$ cat config.mk
export PLATFORM = sky130hd
export DESIGN_NAME = data_cache_controller
export DESIGN_NICKNAME = d
export VERILOG_FILES = /design/src/rtl/cache_pkg.sv /design/src/rtl/cache_line_array.sv /design/src/rtl/data_cache_controller.sv
export SDC_FILE = /design/constraint.sdc
export NUM_CORES = 1
export LEC_CHECK = 0
export ABC_AREA = 0
export ABC_CLOCK_PERIOD_IN_PS = 13600
export CAP_MARGIN = 40
export CORE_UTILIZATION = 58
export CTS_BUF_LIST = sky130_fd_sc_hd__clkbuf_4 sky130_fd_sc_hd__clkbuf_8
export CTS_CLUSTER_SIZE = 10
export DETAILED_ROUTE_END_ITERATION = 10
export HOLD_SLACK_MARGIN = 0.15
export PLACE_DENSITY = 0.78
export SYNTH_ARGS = -nofsm -noshare
export SYNTH_HDL_FRONTEND = slang
export SYNTH_HIERARCHICAL = 1
export SYNTH_SLANG_ARGS = --single-unit
$ cat constraint.sdc
create_clock -name clk -period 13.6 [get_ports clk]
set_input_delay 4.08 -clock clk [delete_from_list [all_inputs] [get_ports clk]]
set_output_delay 4.08 -clock clk [all_outputs]
set_load 0.03 [all_outputs]
$ cat src/rtl/cache_pkg.sv
// Shared sizing, FSM state encoding and address field helpers for the MEM-stage data cache.
//   INDEX_BITS : log2 of the line count (one word per line)
//   TAG_BITS   : word-address bits above the index
//   getIndex / getTag : split a byte address into line index and tag
package cache_pkg;

  localparam int unsigned INDEX_BITS = 4;
  localparam int unsigned ADDR_WIDTH = 32;
  localparam int unsigned DATA_WIDTH = 32;
  localparam int unsigned TAG_BITS   = 30 - INDEX_BITS;
  localparam int unsigned NUM_LINES  = 1 << INDEX_BITS;

  typedef enum logic [1:0] {
    IDLE    = 2'd0,
    RD_WAIT = 2'd1,
    WR_WAIT = 2'd2
  } cacheState_e;

  // Line index sits just above the byte offset.
  function automatic logic [INDEX_BITS-1:0] getIndex(input logic [ADDR_WIDTH-1:0] addr);
    return INDEX_BITS'(addr >> 2);
  endfunction

  // Tag is everything above the index.
  function automatic logic [TAG_BITS-1:0] getTag(input logic [ADDR_WIDTH-1:0] addr);
    return TAG_BITS'(addr >> (INDEX_BITS + 2));
  endfunction

endpackage

$ cat src/rtl/cache_line_array.sv
// Valid/tag/data storage for the direct-mapped cache.
// Asynchronous read and synchronous write share one index; a write always
// sets the line valid. rst clears every valid bit (tags/data keep contents).
//   clk, rst              : clock, synchronous active-high reset
//   index                 : line selected for read and write
//   lineValid/Tag/Data    : asynchronous read of the selected line
//   writeEn/Tag/Data      : write {valid=1, tag, data} at the clock edge
module cache_line_array
  import cache_pkg::*;
(
  input  logic                  clk,
  input  logic                  rst,
  input  logic [INDEX_BITS-1:0] index,
  output logic                  lineValid,
  output logic [TAG_BITS-1:0]   lineTag,
  output logic [DATA_WIDTH-1:0] lineData,
  input  logic                  writeEn,
  input  logic [TAG_BITS-1:0]   writeTag,
  input  logic [DATA_WIDTH-1:0] writeData
);

  logic [NUM_LINES-1:0]  validBits;
  logic [TAG_BITS-1:0]   tagMem  [NUM_LINES];
  logic [DATA_WIDTH-1:0] dataMem [NUM_LINES];

  // Valid bits are the only reset state.
  always_ff @(posedge clk) begin
    if (rst) begin
      validBits <= '0;
    end else if (writeEn) begin
      validBits[index] <= 1'b1;
    end
  end

  // Tag and data arrays carry no reset.
  always_ff @(posedge clk) begin
    if (writeEn) begin
      tagMem[index]  <= writeTag;
      dataMem[index] <= writeData;
    end
  end

  assign lineValid = validBits[index];
  assign lineTag   = tagMem[index];
  assign lineData  = dataMem[index];

endmodule

$ cat src/rtl/data_cache_controller.sv
// Direct-mapped, write-through, no-write-allocate data cache for the MEM stage.
// Hits on loads return data in the same cycle; misses and all stores stall
// the pipeline while the request/ready handshake with main memory completes.
// Sizing comes from cache_pkg.
//   clk, rst                  : clock, synchronous active-high reset
//   memRead, memWrite         : CPU load/store request (held while stall=1)
//   address, writeData        : CPU byte address and store data
//   hit, readData, stall      : lookup result, load data, pipeline freeze
//   memReqRead, memReqWrite   : main-memory requests
//   memAddr, memWData         : word-aligned address and store data to memory
//   memRData, memReady        : memory read data and one-cycle completion pulse
module data_cache_controller
  import cache_pkg::*;
(
  input  logic                  clk,
  input  logic                  rst,
  input  logic                  memRead,
  input  logic                  memWrite,
  input  logic [ADDR_WIDTH-1:0] address,
  input  logic [DATA_WIDTH-1:0] writeData,
  output logic                  hit,
  output logic [DATA_WIDTH-1:0] readData,
  output logic                  stall,
  output logic                  memReqRead,
  output logic                  memReqWrite,
  output logic [ADDR_WIDTH-1:0] memAddr,
  output logic [DATA_WIDTH-1:0] memWData,
  input  logic [DATA_WIDTH-1:0] memRData,
  input  logic                  memReady
);

  cacheState_e state, nextState;

  logic [INDEX_BITS-1:0] reqIndex;
  logic [TAG_BITS-1:0]   reqTag;
  logic                  lineValid;
  logic [TAG_BITS-1:0]   lineTag;
  logic [DATA_WIDTH-1:0] lineData;
  logic                  lookupHit;
  logic                  lineWrite;
  logic                  lineWriteEn;
  logic [DATA_WIDTH-1:0] lineWData;
  logic                  unusedByteOffset;

  assign reqIndex  = getIndex(address);
  assign reqTag    = getTag(address);
  assign lookupHit = lineValid && (lineTag == reqTag);

  // A fill landing in the same cycle as reset is abandoned.
  assign lineWriteEn = lineWrite && !rst;

  cache_line_array lineArray (
    .clk       (clk),
    .rst       (rst),
    .index     (reqIndex),
    .lineValid (lineValid),
    .lineTag   (lineTag),
    .lineData  (lineData),
    .writeEn   (lineWriteEn),
    .writeTag  (reqTag),
    .writeData (lineWData)
  );

  // State register.
  always_ff @(posedge clk) begin
    if (rst) begin
      state <= IDLE;
    end else begin
      state <= nextState;
    end
  end

  // Next-state and handshake/stall decode.
  always_comb begin
    nextState   = state;
    hit         = 1'b0;
    stall       = 1'b0;
    memReqRead  = 1'b0;
    memReqWrite = 1'b0;
    lineWrite   = 1'b0;
    lineWData   = writeData;

    unique case (state)
      IDLE: begin
        // Simultaneous read+write is illegal and resolved as a write.
        if (memWrite) begin
          stall     = 1'b1;
          hit       = lookupHit;
          lineWrite = lookupHit;
          nextState = WR_WAIT;
        end else if (memRead) begin
          if (lookupHit) begin
            hit = 1'b1;
          end else begin
            stall     = 1'b1;
            nextState = RD_WAIT;
          end
        end
      end
      RD_WAIT: begin
        memReqRead = 1'b1;
        stall      = 1'b1;
        lineWData  = memRData;
        if (memReady) begin
          lineWrite = 1'b1;
          nextState = IDLE;
        end
      end
      WR_WAIT: begin
        memReqWrite = 1'b1;
        // Release on the ready cycle so the pipeline advances on that edge.
        stall       = !memReady;
        if (memReady) begin
          nextState = IDLE;
        end
      end
      default: begin
        nextState = IDLE;
      end
    endcase
  end

  assign readData         = lineData;
  assign memAddr          = {address[ADDR_WIDTH-1:2], 2'b00};
  assign memWData         = writeData;
  assign unusedByteOffset = ^address[1:0];

endmodule

==> flow_metrics.env <==
export IMPL_leakagePower_nw=13.4
export IMPL_slew_headroom_pct=32.6
export IMPL_post_cts_buffers=0
export IMPL_drive_above_1_share_pct=28.7
export IMPL_nFillCells=3755
export IMPL_syn_to_final_growth_pct=15.2
export IMPL_vias=18100
export IMPL_nets=2024
export IMPL_ff2ff_setup_slack_ps=7950
export IMPL_routed_via_density=6.32
export IMPL_drc_errors=0
export IMPL_yosysTopAreaCell="edfxtp_1"
export IMPL_cts_max_level=4
export IMPL_yosys_top_cells_count="edfxtp_1, mux4_2, a22oi_1, buf_4, nand2_1"
export IMPL_max_vdd_ir_drop_v=0.000106
export IMPL_grt_pass1_vias=18700
export IMPL_synthFlopType="edfxtp_1"
export IMPL_status="completed"
export IMPL_avgSynthCellArea_um2=21.9
export IMPL_netlist_instances=1678
export IMPL_r2r_end="lineArray/dataMem[7][18]"
export IMPL_syn_area_um2=36800
export IMPL_clkTransAtPathRegs_ps=60
export IMPL_ctsHoldBuffers=0
export IMPL_synth_warnings=6
export IMPL_finalCriticalPeriod_ps=12380
export IMPL_power_density_nw_per_um2=139
export IMPL_yosys_cell_count_top_type="edfxtp_1"
export IMPL_drtIter0Drc=1946
export IMPL_worstPathRequired_ps=9520
export IMPL_antenna_found_initial=3
export IMPL_min_period_over_period_pct=91.0
export IMPL_clock_latency_ps=800
export IMPL_cp_slowest_cell="clkdlybuf4s50_1"
export IMPL_reg2reg_depth=11
export IMPL_start_util_pct=59.2
export IMPL_multiInputGateArea_um2=7740
export IMPL_grt_overflow=0
export IMPL_die_w_um=254
export IMPL_rsz0062_at_grt="false"
export IMPL_cts_sinks=946
export IMPL_synth_edff_count=928
export IMPL_drt_wl_total_um=78500
export IMPL_fmax_mhz=80.8
export IMPL_cts_tree="built"
export IMPL_row_count=91
export IMPL_yosys_register_bits=946
export IMPL_die_y_um=254
export IMPL_antenna_left=0
export IMPL_hold_viol=0
export IMPL_crit_chain="clkdlybuf4s50_1 > nor2b_4 > buf_12 > a22oi_1 > nand2_1 > xnor2_1 > nand2_1 > nor4_2 > o2111a_1 > clkdlybuf4s50_1"
export IMPL_hold_start="lineArray/validBits[9]"
export IMPL_io_buffers=196
export IMPL_io_pins=201
export IMPL_async_flop_share_pct=0
export IMPL_cts_buffer_depth=3
export IMPL_reg2reg_from="lineArray/tagMem[8][1]"
export IMPL_synth_area_leaders="edfxtp_1, mux4_2, a22oi_1"
export IMPL_drtPass1Iterations=6
export IMPL_dpl_cell_count=2611
export IMPL_skew_ps=38.7
export IMPL_whs_path_depth=2
export IMPL_dp_hpwl_um=41700
export IMPL_finalNonFillerCells=2868
export IMPL_grt_use_total_pct=25.2
export IMPL_tns_ps=0
export IMPL_hp_class="flop to flop"
export IMPL_grt_max_degree=111
export IMPL_worstSetupPathType="input port to primary output"
export IMPL_worst_slew_pin_transition_ps=1010
export IMPL_wl_per_cell_um=27.4
export IMPL_cts_resized=0
export IMPL_cp_start_kind="input port"
export IMPL_slowest_delay_ps=910
export IMPL_hold_path_end="lineArray/validBits[9]"
export IMPL_cts_root_buf="clkbuf_8"
export IMPL_cts_buffers=143
export IMPL_ff_latch_area_um2=28200
export IMPL_fp_dieArea_um2=64500
export IMPL_seq_area_frac_synth_pct=76.7
export IMPL_drv_slew=0
export IMPL_synth_cell_types=36
export IMPL_setup_viol=0
export IMPL_synth_top_area_share_pct=75.7
export IMPL_grt_pass1_wl_um=116000
export IMPL_fp_coreArea_um2=62200
export IMPL_globalplace_congestion=0.737
export IMPL_end_kind="primary output"
export IMPL_maxCapViolations=0
export IMPL_arrival_ps=8300
export IMPL_critPathMaxFanout=28
export IMPL_antenna_cells=0
==> cell type report <==
type,count,area share [%]
repair buffers,248,6.06
inverters,3,0.0266
well taps,837,2.47
clock buffers,199,5.66
flip-flops and latches,946,66.6
multi-input cells,577,18.3
clock inverters,58,0.968
==> per-layer routing <==
layer,global-route usage (%),vias to the layer above,part of all wire (%)
met5,0,-,0.028
met4,8.64,4,2.3
met3,4.76,157,9.5
met2,40.5,1019,50
met1,35.3,9446,38
li1,-,7500,-
==> flip-flops by register name, indices dropped and copies added (netlist names) <==
name	flops
lineArray/validBits	16
state	2
lineArray/tagMem	416
lineArray/dataMem	512
==> stage by stage <==
step / instance area [um^2] / power, mW / setup slack [ps] / utilization [%] / hold WS (ps)
after floorplan: 36800 / 3.53 / 2310 / - / 431
after global placement: 39400 / 3.66 / 1430 / 63.3 / 444
after detailed placement: 39600 / 3.68 / 1330 / 63.7 / 455
after CTS: 42400 / 5.94 / 1320 / 68.2 / 470
after global routing: 42400 / 6.08 / 1090 / 68.2 / 492
final: 42400 / 5.90 / 1220 / 68.2 / 479
==> worst max-delay path: cells and delay by family <==
kind                      cells  cell delay [ps]
AOI/OAI and AO/OA             2              440
xor gates and xnor gates      1              180
buffers and inverters         3             1890
and+or+nand+nor               4             1650
==> kinds of logic after synthesis <==
group	Yosys count	share of synthesized area, %
AOI/OAI and AO/OA	143	2.80
DFF	946	76.7
adders and majority gates	4	0.136
buffers and inverters	156	2.68
other	1	0.0102
muxes	269	15.4
xor gates and xnor gates	26	0.619
and+or+nand+nor	133	1.64
==> cells in the final DEF, fill, tap and decap left out, drive strengths merged, types with 31 or more instances in the layout <==
cell / synthesis / routed
mux2: 33 / 33
a22oi: 118 / 118
mux4: 236 / 236
clkdlybuf4s50: 0 / 194
edfxtp: 928 / 928
clkbuf: 46 / 199
buf: 107 / 54
nor2: 31 / 31
nand2: 66 / 66
clkinv: 0 / 39
==> power by group <==
group / total (mW) / switching (mW) / internal [mW]
logic: 0.391 / 0.230 / 0.161
registers: 3.22 / 0.00160 / 3.22
clock network: 2.28 / 1.06 / 1.22
total: 5.90 / 1.29 / 4.61
==> how the worst max path moves through the flow <==
| stage | slack (ps) | cells after the start | from | to |
|---|---|---|---|---|
| 2_1_floorplan | 2310 | 13 | address[3] | lineArray/dataMem[0][0] |
| 3_3_place_gp | 1430 | 10 | address[5] | hit |
| 3_5_place_dp | 1330 | 10 | address[5] | hit |
| 4_1_cts | 1320 | 10 | address[5] | hit |
| 5_1_grt | 1090 | 10 | address[5] | hit |
| 6_report | 1220 | 10 | address[5] | hit |
Note: power is estimated with default switching activity, not from simulation.
